$ cat src/rtl/nasti_sram_bridge_if.sv
// NASTI channel bundle (AW, W, B, AR, R) with master and slave views.
interface nasti_channel #(
    parameter int ID_WIDTH   = 1,
    parameter int ADDR_WIDTH = 64,
    parameter int DATA_WIDTH = 64,
    parameter int USER_WIDTH = 1
);
    logic [ID_WIDTH-1:0]     aw_id;
    logic [ADDR_WIDTH-1:0]   aw_addr;
    logic [7:0]              aw_len;
    logic [2:0]              aw_size;
    logic [1:0]              aw_burst;
    logic                    aw_lock;
    logic [3:0]              aw_cache;
    logic [2:0]              aw_prot;
    logic [3:0]              aw_qos;
    logic [3:0]              aw_region;
    logic [USER_WIDTH-1:0]   aw_user;
    logic                    aw_valid;
    logic                    aw_ready;

    logic [DATA_WIDTH-1:0]   w_data;
    logic [DATA_WIDTH/8-1:0] w_strb;
    logic                    w_last;
    logic [USER_WIDTH-1:0]   w_user;
    logic                    w_valid;
    logic                    w_ready;

    logic [ID_WIDTH-1:0]     b_id;
    logic [1:0]              b_resp;
    logic [USER_WIDTH-1:0]   b_user;
    logic                    b_valid;
    logic                    b_ready;

    logic [ID_WIDTH-1:0]     ar_id;
    logic [ADDR_WIDTH-1:0]   ar_addr;
    logic [7:0]              ar_len;
    logic [2:0]              ar_size;
    logic [1:0]              ar_burst;
    logic                    ar_lock;
    logic [3:0]              ar_cache;
    logic [2:0]              ar_prot;
    logic [3:0]              ar_qos;
    logic [3:0]              ar_region;
    logic [USER_WIDTH-1:0]   ar_user;
    logic                    ar_valid;
    logic                    ar_ready;

    logic [ID_WIDTH-1:0]     r_id;
    logic [DATA_WIDTH-1:0]   r_data;
    logic [1:0]              r_resp;
    logic                    r_last;
    logic [USER_WIDTH-1:0]   r_user;
    logic                    r_valid;
    logic                    r_ready;

    modport master (
        output aw_id, aw_addr, aw_len, aw_size, aw_burst, aw_lock, aw_cache,
               aw_prot, aw_qos, aw_region, aw_user, aw_valid,
        input  aw_ready,
        output w_data, w_strb, w_last, w_user, w_valid,
        input  w_ready,
        input  b_id, b_resp, b_user, b_valid,
        output b_ready,
        output ar_id, ar_addr, ar_len, ar_size, ar_burst, ar_lock, ar_cache,
               ar_prot, ar_qos, ar_region, ar_user, ar_valid,
        input  ar_ready,
        input  r_id, r_data, r_resp, r_last, r_user, r_valid,
        output r_ready
    );

    modport slave (
        input  aw_id, aw_addr, aw_len, aw_size, aw_burst, aw_lock, aw_cache,
               aw_prot, aw_qos, aw_region, aw_user, aw_valid,
        output aw_ready,
        input  w_data, w_strb, w_last, w_user, w_valid,
        output w_ready,
        output b_id, b_resp, b_user, b_valid,
        input  b_ready,
        input  ar_id, ar_addr, ar_len, ar_size, ar_burst, ar_lock, ar_cache,
               ar_prot, ar_qos, ar_region, ar_user, ar_valid,
        output ar_ready,
        output r_id, r_data, r_resp, r_last, r_user, r_valid,
        input  r_ready
    );
endinterface

$ cat src/rtl/nasti_sram_bridge.sv
// NASTI slave onto a single-port synchronous SRAM: one burst in flight, round-robin read/write.
// Define NASTI_SRAM_BRIDGE_ERR_EN to answer bursts starting beyond the SRAM with DECERR.
module nasti_sram_bridge #(
    parameter int ID_WIDTH   = 1,
    parameter int ADDR_WIDTH = 64,
    parameter int DATA_WIDTH = 64,
    parameter int USER_WIDTH = 1,
    parameter int MEM_AW     = 16
) (
    input  logic                                   clk,
    input  logic                                   rstn,
    nasti_channel.slave                            nasti,
    output logic                                   sram_en,
    output logic                                   sram_we,
    output logic [MEM_AW-$clog2(DATA_WIDTH/8)-1:0] sram_addr,
    output logic [DATA_WIDTH-1:0]                  sram_wdata,
    output logic [DATA_WIDTH/8-1:0]                sram_be,
    input  logic [DATA_WIDTH-1:0]                  sram_rdata
);
    localparam int         OFF_W       = $clog2(DATA_WIDTH/8);
    localparam logic [1:0] BURST_FIXED = 2'b00;
    localparam logic [1:0] RESP_OKAY   = 2'b00;
    localparam logic [1:0] RESP_DECERR = 2'b11;

    typedef enum logic [2:0] {
        ST_IDLE    = 3'd0,
        ST_RD_REQ  = 3'd1,
        ST_RD_DATA = 3'd2,
        ST_WR_DATA = 3'd3,
        ST_WR_RESP = 3'd4
    } state_t;

    state_t                r_state;
    state_t                w_state_nxt;
    logic                  r_run;
    logic                  r_last_wr;
    logic [ID_WIDTH-1:0]   r_id_cap;
    logic [ADDR_WIDTH-1:0] r_addr;
    logic [7:0]            r_len;
    logic [7:0]            r_cnt;
    logic [2:0]            r_size;
    logic [1:0]            r_burst;

    logic                  w_err;
    logic                  w_grant_rd;
    logic                  w_grant_wr;
    logic                  w_ar_hs;
    logic                  w_aw_hs;
    logic                  w_w_hs;
    logic                  w_r_hs;
    logic                  w_b_hs;
    logic                  w_rlast;
    logic [ADDR_WIDTH-1:0] w_addr_step;
    logic [ADDR_WIDTH-1:0] w_addr_nxt;
    logic                  w_unused_ok;

    // r_last_wr remembers the last served direction so a tie goes the other way
    assign w_grant_rd  = nasti.ar_valid & (~nasti.aw_valid | r_last_wr);
    assign w_grant_wr  = nasti.aw_valid & (~nasti.ar_valid | ~r_last_wr);
    assign w_ar_hs     = r_run & (r_state == ST_IDLE) & w_grant_rd;
    assign w_aw_hs     = r_run & (r_state == ST_IDLE) & w_grant_wr;
    assign w_w_hs      = (r_state == ST_WR_DATA) & nasti.w_valid;
    assign w_r_hs      = (r_state == ST_RD_DATA) & nasti.r_ready;
    assign w_b_hs      = (r_state == ST_WR_RESP) & nasti.b_ready;
    assign w_rlast     = (r_cnt == r_len);
    assign w_addr_step = {{(ADDR_WIDTH-1){1'b0}}, 1'b1} << r_size;
    assign w_addr_nxt  = (r_burst == BURST_FIXED) ? r_addr : (r_addr + w_addr_step);
    assign sram_addr   = r_addr[MEM_AW-1:OFF_W];

    assign w_unused_ok = ^{nasti.aw_len, nasti.aw_lock, nasti.aw_cache, nasti.aw_prot,
                           nasti.aw_qos, nasti.aw_region, nasti.aw_user, nasti.w_user,
                           nasti.ar_lock, nasti.ar_cache, nasti.ar_prot, nasti.ar_qos,
                           nasti.ar_region, nasti.ar_user};

`ifdef NASTI_SRAM_BRIDGE_ERR_EN
    logic r_err;
    logic w_ar_oor;
    logic w_aw_oor;

    assign w_ar_oor = |(nasti.ar_addr >> MEM_AW);
    assign w_aw_oor = |(nasti.aw_addr >> MEM_AW);

    // Out-of-range flag captured with the burst start address
    always_ff @(posedge clk or negedge rstn) begin
        if (!rstn) begin
            r_err <= 1'b0;
        end else if (w_ar_hs) begin
            r_err <= w_ar_oor;
        end else if (w_aw_hs) begin
            r_err <= w_aw_oor;
        end
    end

    assign w_err = r_err;
`else
    assign w_err = 1'b0;
`endif

    // State register
    always_ff @(posedge clk or negedge rstn) begin
        if (!rstn) begin
            r_state <= ST_IDLE;
        end else begin
            r_state <= w_state_nxt;
        end
    end

    // Burst context: captured at AR/AW accept, advanced per beat
    always_ff @(posedge clk or negedge rstn) begin
        if (!rstn) begin
            r_run     <= 1'b0;
            r_last_wr <= 1'b1;
            r_id_cap  <= {ID_WIDTH{1'b0}};
            r_addr    <= {ADDR_WIDTH{1'b0}};
            r_len     <= 8'd0;
            r_cnt     <= 8'd0;
            r_size    <= 3'd0;
            r_burst   <= 2'd0;
        end else begin
            r_run <= 1'b1;
            if (w_ar_hs) begin
                r_id_cap  <= nasti.ar_id;
                r_addr    <= nasti.ar_addr;
                r_len     <= nasti.ar_len;
                r_size    <= nasti.ar_size;
                r_burst   <= nasti.ar_burst;
                r_cnt     <= 8'd0;
                r_last_wr <= 1'b0;
            end else if (w_aw_hs) begin
                r_id_cap  <= nasti.aw_id;
                r_addr    <= nasti.aw_addr;
                r_size    <= nasti.aw_size;
                r_burst   <= nasti.aw_burst;
                r_cnt     <= 8'd0;
                r_last_wr <= 1'b1;
            end else if (w_r_hs & ~w_rlast) begin
                r_addr <= w_addr_nxt;
                r_cnt  <= r_cnt + 8'd1;
            end else if (w_w_hs) begin
                r_addr <= w_addr_nxt;
            end
        end
    end

    // Next state and all bus/SRAM outputs decoded from state
    always_comb begin
        w_state_nxt    = r_state;
        nasti.ar_ready = 1'b0;
        nasti.aw_ready = 1'b0;
        nasti.w_ready  = 1'b0;
        nasti.r_valid  = 1'b0;
        nasti.r_id     = {ID_WIDTH{1'b0}};
        nasti.r_data   = {DATA_WIDTH{1'b0}};
        nasti.r_resp   = RESP_OKAY;
        nasti.r_last   = 1'b0;
        nasti.r_user   = {USER_WIDTH{1'b0}};
        nasti.b_valid  = 1'b0;
        nasti.b_id     = {ID_WIDTH{1'b0}};
        nasti.b_resp   = RESP_OKAY;
        nasti.b_user   = {USER_WIDTH{1'b0}};
        sram_en        = 1'b0;
        sram_we        = 1'b0;
        sram_wdata     = {DATA_WIDTH{1'b0}};
        sram_be        = {(DATA_WIDTH/8){1'b0}};
        case (r_state)
            ST_IDLE: begin
                nasti.ar_ready = w_ar_hs;
                nasti.aw_ready = w_aw_hs;
                if (w_ar_hs) begin
                    w_state_nxt = ST_RD_REQ;
                end else if (w_aw_hs) begin
                    w_state_nxt = ST_WR_DATA;
                end else begin
                    w_state_nxt = ST_IDLE;
                end
            end
            ST_RD_REQ: begin
                sram_en     = ~w_err;
                w_state_nxt = ST_RD_DATA;
            end
            ST_RD_DATA: begin
                // sram_rdata is held by the SRAM until the next strobe, so it drives R directly
                nasti.r_valid = 1'b1;
                nasti.r_id    = r_id_cap;
                nasti.r_last  = w_rlast;
                if (w_err) begin
                    nasti.r_data = {DATA_WIDTH{1'b0}};
                    nasti.r_resp = RESP_DECERR;
                end else begin
                    nasti.r_data = sram_rdata;
                    nasti.r_resp = RESP_OKAY;
                end
                if (w_r_hs) begin
                    w_state_nxt = w_rlast ? ST_IDLE : ST_RD_REQ;
                end else begin
                    w_state_nxt = ST_RD_DATA;
                end
            end
            ST_WR_DATA: begin
                nasti.w_ready = 1'b1;
                if (w_w_hs & ~w_err) begin
                    sram_en    = 1'b1;
                    sram_we    = 1'b1;
                    sram_wdata = nasti.w_data;
                    sram_be    = nasti.w_strb;
                end else begin
                    sram_en = 1'b0;
                end
                if (w_w_hs & nasti.w_last) begin
                    w_state_nxt = ST_WR_RESP;
                end else begin
                    w_state_nxt = ST_WR_DATA;
                end
            end
            ST_WR_RESP: begin
                nasti.b_valid = 1'b1;
                nasti.b_id    = r_id_cap;
                nasti.b_resp  = w_err ? RESP_DECERR : RESP_OKAY;
                if (w_b_hs) begin
                    w_state_nxt = ST_IDLE;
                end else begin
                    w_state_nxt = ST_WR_RESP;
                end
            end
            default: begin
                w_state_nxt = ST_IDLE;
            end
        endcase
    end
endmodule

$ cat src/flat_wrapper.sv
// flat-port wrapper written by rule: the top's interface ports become plain ports
module nasti_sram_bridge_flat 
#(
    parameter int ID_WIDTH   = 1,
    parameter int ADDR_WIDTH = 64,
    parameter int DATA_WIDTH = 64,
    parameter int USER_WIDTH = 1,
    parameter int MEM_AW     = 16
)
  (clk, rstn, sram_en, sram_we, sram_addr, sram_wdata, sram_be, sram_rdata, nasti_aw_id, nasti_aw_addr, nasti_aw_len, nasti_aw_size, nasti_aw_burst, nasti_aw_lock, nasti_aw_cache, nasti_aw_prot, nasti_aw_qos, nasti_aw_region, nasti_aw_user, nasti_aw_valid, nasti_aw_ready, nasti_w_data, nasti_w_strb, nasti_w_last, nasti_w_user, nasti_w_valid, nasti_w_ready, nasti_b_id, nasti_b_resp, nasti_b_user, nasti_b_valid, nasti_b_ready, nasti_ar_id, nasti_ar_addr, nasti_ar_len, nasti_ar_size, nasti_ar_burst, nasti_ar_lock, nasti_ar_cache, nasti_ar_prot, nasti_ar_qos, nasti_ar_region, nasti_ar_user, nasti_ar_valid, nasti_ar_ready, nasti_r_id, nasti_r_data, nasti_r_resp, nasti_r_last, nasti_r_user, nasti_r_valid, nasti_r_ready);
  nasti_channel #(.ID_WIDTH(ID_WIDTH), .ADDR_WIDTH(ADDR_WIDTH), .DATA_WIDTH(DATA_WIDTH), .USER_WIDTH(USER_WIDTH)) nasti_i ();
  input  logic clk;
  input  logic rstn;
  output logic sram_en;
  output logic sram_we;
  output logic [MEM_AW-$clog2(DATA_WIDTH/8)-1:0] sram_addr;
  output logic [DATA_WIDTH-1:0] sram_wdata;
  output logic [DATA_WIDTH/8-1:0] sram_be;
  input  logic [DATA_WIDTH-1:0] sram_rdata;
  input wire logic [$bits(nasti_i.aw_id)-1:0] nasti_aw_id;
  input wire logic [$bits(nasti_i.aw_addr)-1:0] nasti_aw_addr;
  input wire logic [$bits(nasti_i.aw_len)-1:0] nasti_aw_len;
  input wire logic [$bits(nasti_i.aw_size)-1:0] nasti_aw_size;
  input wire logic [$bits(nasti_i.aw_burst)-1:0] nasti_aw_burst;
  input wire logic [$bits(nasti_i.aw_lock)-1:0] nasti_aw_lock;
  input wire logic [$bits(nasti_i.aw_cache)-1:0] nasti_aw_cache;
  input wire logic [$bits(nasti_i.aw_prot)-1:0] nasti_aw_prot;
  input wire logic [$bits(nasti_i.aw_qos)-1:0] nasti_aw_qos;
  input wire logic [$bits(nasti_i.aw_region)-1:0] nasti_aw_region;
  input wire logic [$bits(nasti_i.aw_user)-1:0] nasti_aw_user;
  input wire logic [$bits(nasti_i.aw_valid)-1:0] nasti_aw_valid;
  output wire logic [$bits(nasti_i.aw_ready)-1:0] nasti_aw_ready;
  input wire logic [$bits(nasti_i.w_data)-1:0] nasti_w_data;
  input wire logic [$bits(nasti_i.w_strb)-1:0] nasti_w_strb;
  input wire logic [$bits(nasti_i.w_last)-1:0] nasti_w_last;
  input wire logic [$bits(nasti_i.w_user)-1:0] nasti_w_user;
  input wire logic [$bits(nasti_i.w_valid)-1:0] nasti_w_valid;
  output wire logic [$bits(nasti_i.w_ready)-1:0] nasti_w_ready;
  output wire logic [$bits(nasti_i.b_id)-1:0] nasti_b_id;
  output wire logic [$bits(nasti_i.b_resp)-1:0] nasti_b_resp;
  output wire logic [$bits(nasti_i.b_user)-1:0] nasti_b_user;
  output wire logic [$bits(nasti_i.b_valid)-1:0] nasti_b_valid;
  input wire logic [$bits(nasti_i.b_ready)-1:0] nasti_b_ready;
  input wire logic [$bits(nasti_i.ar_id)-1:0] nasti_ar_id;
  input wire logic [$bits(nasti_i.ar_addr)-1:0] nasti_ar_addr;
  input wire logic [$bits(nasti_i.ar_len)-1:0] nasti_ar_len;
  input wire logic [$bits(nasti_i.ar_size)-1:0] nasti_ar_size;
  input wire logic [$bits(nasti_i.ar_burst)-1:0] nasti_ar_burst;
  input wire logic [$bits(nasti_i.ar_lock)-1:0] nasti_ar_lock;
  input wire logic [$bits(nasti_i.ar_cache)-1:0] nasti_ar_cache;
  input wire logic [$bits(nasti_i.ar_prot)-1:0] nasti_ar_prot;
  input wire logic [$bits(nasti_i.ar_qos)-1:0] nasti_ar_qos;
  input wire logic [$bits(nasti_i.ar_region)-1:0] nasti_ar_region;
  input wire logic [$bits(nasti_i.ar_user)-1:0] nasti_ar_user;
  input wire logic [$bits(nasti_i.ar_valid)-1:0] nasti_ar_valid;
  output wire logic [$bits(nasti_i.ar_ready)-1:0] nasti_ar_ready;
  output wire logic [$bits(nasti_i.r_id)-1:0] nasti_r_id;
  output wire logic [$bits(nasti_i.r_data)-1:0] nasti_r_data;
  output wire logic [$bits(nasti_i.r_resp)-1:0] nasti_r_resp;
  output wire logic [$bits(nasti_i.r_last)-1:0] nasti_r_last;
  output wire logic [$bits(nasti_i.r_user)-1:0] nasti_r_user;
  output wire logic [$bits(nasti_i.r_valid)-1:0] nasti_r_valid;
  input wire logic [$bits(nasti_i.r_ready)-1:0] nasti_r_ready;
  assign nasti_i.aw_id = nasti_aw_id;
  assign nasti_i.aw_addr = nasti_aw_addr;
  assign nasti_i.aw_len = nasti_aw_len;
  assign nasti_i.aw_size = nasti_aw_size;
  assign nasti_i.aw_burst = nasti_aw_burst;
  assign nasti_i.aw_lock = nasti_aw_lock;
  assign nasti_i.aw_cache = nasti_aw_cache;
  assign nasti_i.aw_prot = nasti_aw_prot;
  assign nasti_i.aw_qos = nasti_aw_qos;
  assign nasti_i.aw_region = nasti_aw_region;
  assign nasti_i.aw_user = nasti_aw_user;
  assign nasti_i.aw_valid = nasti_aw_valid;
  assign nasti_aw_ready = nasti_i.aw_ready;
  assign nasti_i.w_data = nasti_w_data;
  assign nasti_i.w_strb = nasti_w_strb;
  assign nasti_i.w_last = nasti_w_last;
  assign nasti_i.w_user = nasti_w_user;
  assign nasti_i.w_valid = nasti_w_valid;
  assign nasti_w_ready = nasti_i.w_ready;
  assign nasti_b_id = nasti_i.b_id;
  assign nasti_b_resp = nasti_i.b_resp;
  assign nasti_b_user = nasti_i.b_user;
  assign nasti_b_valid = nasti_i.b_valid;
  assign nasti_i.b_ready = nasti_b_ready;
  assign nasti_i.ar_id = nasti_ar_id;
  assign nasti_i.ar_addr = nasti_ar_addr;
  assign nasti_i.ar_len = nasti_ar_len;
  assign nasti_i.ar_size = nasti_ar_size;
  assign nasti_i.ar_burst = nasti_ar_burst;
  assign nasti_i.ar_lock = nasti_ar_lock;
  assign nasti_i.ar_cache = nasti_ar_cache;
  assign nasti_i.ar_prot = nasti_ar_prot;
  assign nasti_i.ar_qos = nasti_ar_qos;
  assign nasti_i.ar_region = nasti_ar_region;
  assign nasti_i.ar_user = nasti_ar_user;
  assign nasti_i.ar_valid = nasti_ar_valid;
  assign nasti_ar_ready = nasti_i.ar_ready;
  assign nasti_r_id = nasti_i.r_id;
  assign nasti_r_data = nasti_i.r_data;
  assign nasti_r_resp = nasti_i.r_resp;
  assign nasti_r_last = nasti_i.r_last;
  assign nasti_r_user = nasti_i.r_user;
  assign nasti_r_valid = nasti_i.r_valid;
  assign nasti_i.r_ready = nasti_r_ready;
  nasti_sram_bridge #(.ID_WIDTH(ID_WIDTH), .ADDR_WIDTH(ADDR_WIDTH), .DATA_WIDTH(DATA_WIDTH), .USER_WIDTH(USER_WIDTH), .MEM_AW(MEM_AW)) u_core (.clk(clk), .rstn(rstn), .nasti(nasti_i), .sram_en(sram_en), .sram_we(sram_we), .sram_addr(sram_addr), .sram_wdata(sram_wdata), .sram_be(sram_be), .sram_rdata(sram_rdata));
endmodule
$ cat config.mk
export PLATFORM = sky130hd
export DESIGN_NAME = nasti_sram_bridge_flat
export DESIGN_NICKNAME = d
export VERILOG_FILES = /design/src/rtl/nasti_sram_bridge_if.sv /design/src/rtl/nasti_sram_bridge.sv /design/src/flat_wrapper.sv
export SDC_FILE = /design/constraint.sdc
export NUM_CORES = 1
export LEC_CHECK = 0
export BUFFER_PORTS_ARGS = -buffer_cell sky130_fd_sc_hd__buf_2
export CAP_MARGIN = 5
export CORE_AREA = 2 2 197 199
export CTS_BUF_LIST = sky130_fd_sc_hd__clkbuf_4
export CTS_CLUSTER_DIAMETER = 40
export DETAILED_ROUTE_END_ITERATION = 16
export DIE_AREA = 0 0 199 201
export GPL_TIMING_DRIVEN = 0
export SYNTH_ARGS = -nofsm -noshare
export SYNTH_HDL_FRONTEND = slang
export SYNTH_SLANG_ARGS = --single-unit
export TNS_END_PERCENT = 20
$ cat constraint.sdc
create_clock -name clk -period 6.8 [get_ports clk]
set_input_delay 1.36 -clock clk [delete_from_list [all_inputs] [get_ports clk]]
set_output_delay 1.36 -clock clk [all_outputs]
set_load 0.01 [all_outputs]
==> results.json <==
{
  "core_area_sq_um": 38110,
  "crit_type": "in2out",
  "setup_viol": 0,
  "synthArstFlopShare": 1.000,
  "die_w_um": 199,
  "num_rows": 72,
  "place.gp.congestion": 0.8736,
  "start_util": 0.09945,
  "numPortBuffers": 354,
  "hold_path_class": "reg2reg",
  "rsz0062_at_grt": "false",
  "post-route-period-util": 0.6618,
  "ir_drop_mv": 0.07701,
  "vias_per_cell": 3.572,
  "syn_avg_cell_area_sq_um": 8.257,
  "crit_path_frequent_cell": "buf_2",
  "min_period_ns": 4.501,
  "io_pins": 500,
  "grt_pass1_wl_mm": 27.34,
  "critical_path.n_buffers_inverters": 4,
  "cp_data_arrival_time_ns": 3.14,
  "start_kind": "primary input",
  "hold_buffers": 0,
  "worst_setup_path_end_kind": "output port",
  "gr-max-usage-layer": "met2",
  "ys_warn_count": 0,
  "cp_slowest_stage_delay_ns": 0.59,
  "crit_required_ns": 5.44,
  "final_nets": 1170,
  "grtUsageMet3": 0.02722,
  "grt.overflow.total": 0,
  "max-cap-violations": 0,
  "synth_edf_count": 0,
  "cellLeakagePower_nw": 3.658,
  "use_met1": 0.1196,
  "cts.sinks": 43,
  "ys_ff_latch": 43,
  "ctsResizeCount": 0,
  "antenna_found_initial": 9,
  "fin_tns_setup_ns": 0,
  "drt_first_iter_violations": 303,
  "cpLargestDelayFamily": "buffers and inverters",
  "syn2layout_area_growth_pct": 66.26,
  "final_common_cell": "buf_2",
  "firstDrtPassIters": 4,
  "grt_max_degree": 44,
  "fin_total_pwr_w": 0.001908,
  "fmax_ghz": 0.2222,
  "dieArea_sq_um": 40000,
  "ys_types": 54,
  "wire_per_inst_um": 14.57,
  "clock_path_buffers": 2,
  "final_max_slew_viol_count": 0,
  "fin_hold_ws_ns": 0.4894,
  "syn-cell-area_sq_um": 3790,
  "worst_pin_slew_ns": 1.020,
  "outcome": "completed",
  "final_cell_mix": "buf_2 (359), and3_1 (80), and2_1 (73), dfrtp_1 (42), clkbuf_1 (29)",
  "synth_ff_type": "dfrtp_1",
  "clk_latency_ns": 0.37,
  "final.setup_skew_ns": 0.01574,
  "crit_slowest_cell": "a21boi_0",
  "path_cells": "buf_2 > a21boi_0 > and2_1 > buf_2 > buf_2 > buf_2",
  "drive_gt1_frac": 0.4879,
  "dpl.hpwl_mm": 16.67,
  "cts-root-buf": "clkbuf_4",
  "first_global_vias": 4613,
  "htreeDepth": 2,
  "grt_usage": 0.09152,
  "drt.antenna.violating_nets": 0,
  "die_h_um": 201,
  "ys_seq_area_frac": 0.2843,
  "postCtsSetupBuffers": 0,
  "max_slew_margin": 0.3202,
  "clkTransAtPathRegs_ns": 0.12,
  "met2_usage": 0.1472,
  "drt_wl_total_mm": 19.70,
  "numCtsBuffers": 5,
  "tritoncts": "built",
  "synthCells": 459,
  "power.density_nw_per_um2": 302.8,
  "drc": 0,
  "crit_fanout": 10,
  "num_vias": 4829,
  "hold_violations": 0
}
power breakdown:
group | switching [W] | internal [W] | leakage (nW)
Clock | 0.0000895 | 0.0000425 | 0.0308
Combinational | 0.000740 | 0.000582 | 3.09
Sequential | 0.0000952 | 0.000359 | 0.533
through the flow:
stage               instances    util  setup WS (ns)  area, sq um
global placement         1336  0.1634          2.265         6228
detailed placement       1336  0.1634          2.259         6228
global route             1348  0.1651          2.192         6291
CTS                      1344  0.1648          2.248         6281
floorplan                 464       -          3.197         3809
finish                   1352  0.1654          2.299         6301
synthesized netlist by cell type, types with 2 or more instances:
library cell,number,share of area
mux2i_1,5,0.013
nor2_1,16,0.016
o22ai_1,3,0.0050
nor3b_1,4,0.0079
nor3_1,2,0.0026
mux2_2,9,0.027
dfrtp_1,42,0.28
conb_1,2,0.0020
a211oi_1,2,0.0040
a21oi_1,11,0.015
a31oi_1,3,0.0050
nor4_2,2,0.0066
a222oi_1,5,0.013
and2_1,73,0.12
o2111ai_1,2,0.0046
a221oi_1,3,0.0069
nand2_1,27,0.027
nand3_1,7,0.0092
ha_1,9,0.030
a22o_1,3,0.0069
o211ai_1,3,0.0059
buf_2,5,0.0066
xor2_1,17,0.039
and3b_1,2,0.0046
clkbuf_1,29,0.029
inv_1,11,0.011
nor2b_1,2,0.0033
and3_1,80,0.13
a211o_1,2,0.0046
nand4_1,6,0.0099
xnor2_1,5,0.012
o21ai_0,12,0.016
buf_4,19,0.038
a22oi_1,13,0.026
a21o_1,3,0.0059
a21boi_0,2,0.0040
logic make-up after synthesis:
group,Yosys count,synth area share
other,2,0.001982
multiplexers,14,0.03995
buffers and inverters,65,0.08683
AND/OR/NAND/NOR,230,0.3632
AO/OA/AOI/OAI,73,0.1380
adder cells (fa/ha/maj),10,0.03500
XOR/XNOR,22,0.05084
flip-flops,43,0.2843
layer usage:
layer,up-vias,routed length (um)
met2,199,9230
met3,13,1559
li1,2335,-
met5,-,13
met1,2280,8705
met4,2,187
final timing paths:
check                                                end  slack (ns)  cells after the start                     startpoint
max in group asynchronous    u_core.r_cnt[1]$_DFFE_PN0P_        5.01                      1                           rstn
min reg2reg                u_core.r_burst[0]$_DFFE_PN0N_        0.49                      2  u_core.r_burst[0]$_DFFE_PN0N_
min in group asynchronous   u_core.r_addr[5]$_DFFE_PN0P_        1.14                      1                           rstn
min                        u_core.r_burst[0]$_DFFE_PN0N_        0.49                      2  u_core.r_burst[0]$_DFFE_PN0N_
max reg2reg                u_core.r_addr[10]$_DFFE_PN0P_        3.76                     10   u_core.r_size[1]$_DFFE_PN0N_
max                                       nasti_aw_ready        2.30                      6                 nasti_aw_valid
area by class of cell:
type | instances | area, sq um
diodes | 8 | 20.02
plain buffers | 54 | 287.8
multi-input cells | 356 | 2402
repair buffers | 354 | 1772
fillers | 4338 | 31810
flip-flops and latches | 43 | 1077
clock inverters | 2 | 7.507
inverters | 11 | 41.29
clock buffers | 6 | 45.04
well taps | 518 | 648.1
registers in the layout (all words and copies together) (netlist names):
signal / cells
u_core.r_addr: 16
u_core.r_cnt: 8
u_core.r_len: 8
u_core.r_size: 3
u_core.r_state: 3
u_core.r_burst: 2
u_core.r_id_cap: 1
u_core.r_last_wr: 1
u_core.r_run: 1
worst register-to-register path: stages (launching register included):
cell      delay (ns)
dfrtp_1         0.34
clkbuf_1        0.32
nor3_1          0.11
ha_1            0.22
fa_1            0.40
a21o_1          0.22
a221oi_1        0.38
o21ai_0         0.39
o211ai_1        0.25
xor2_1          0.16
o21ai_0         0.10
Note: power is estimated with default switching activity, not from simulation.
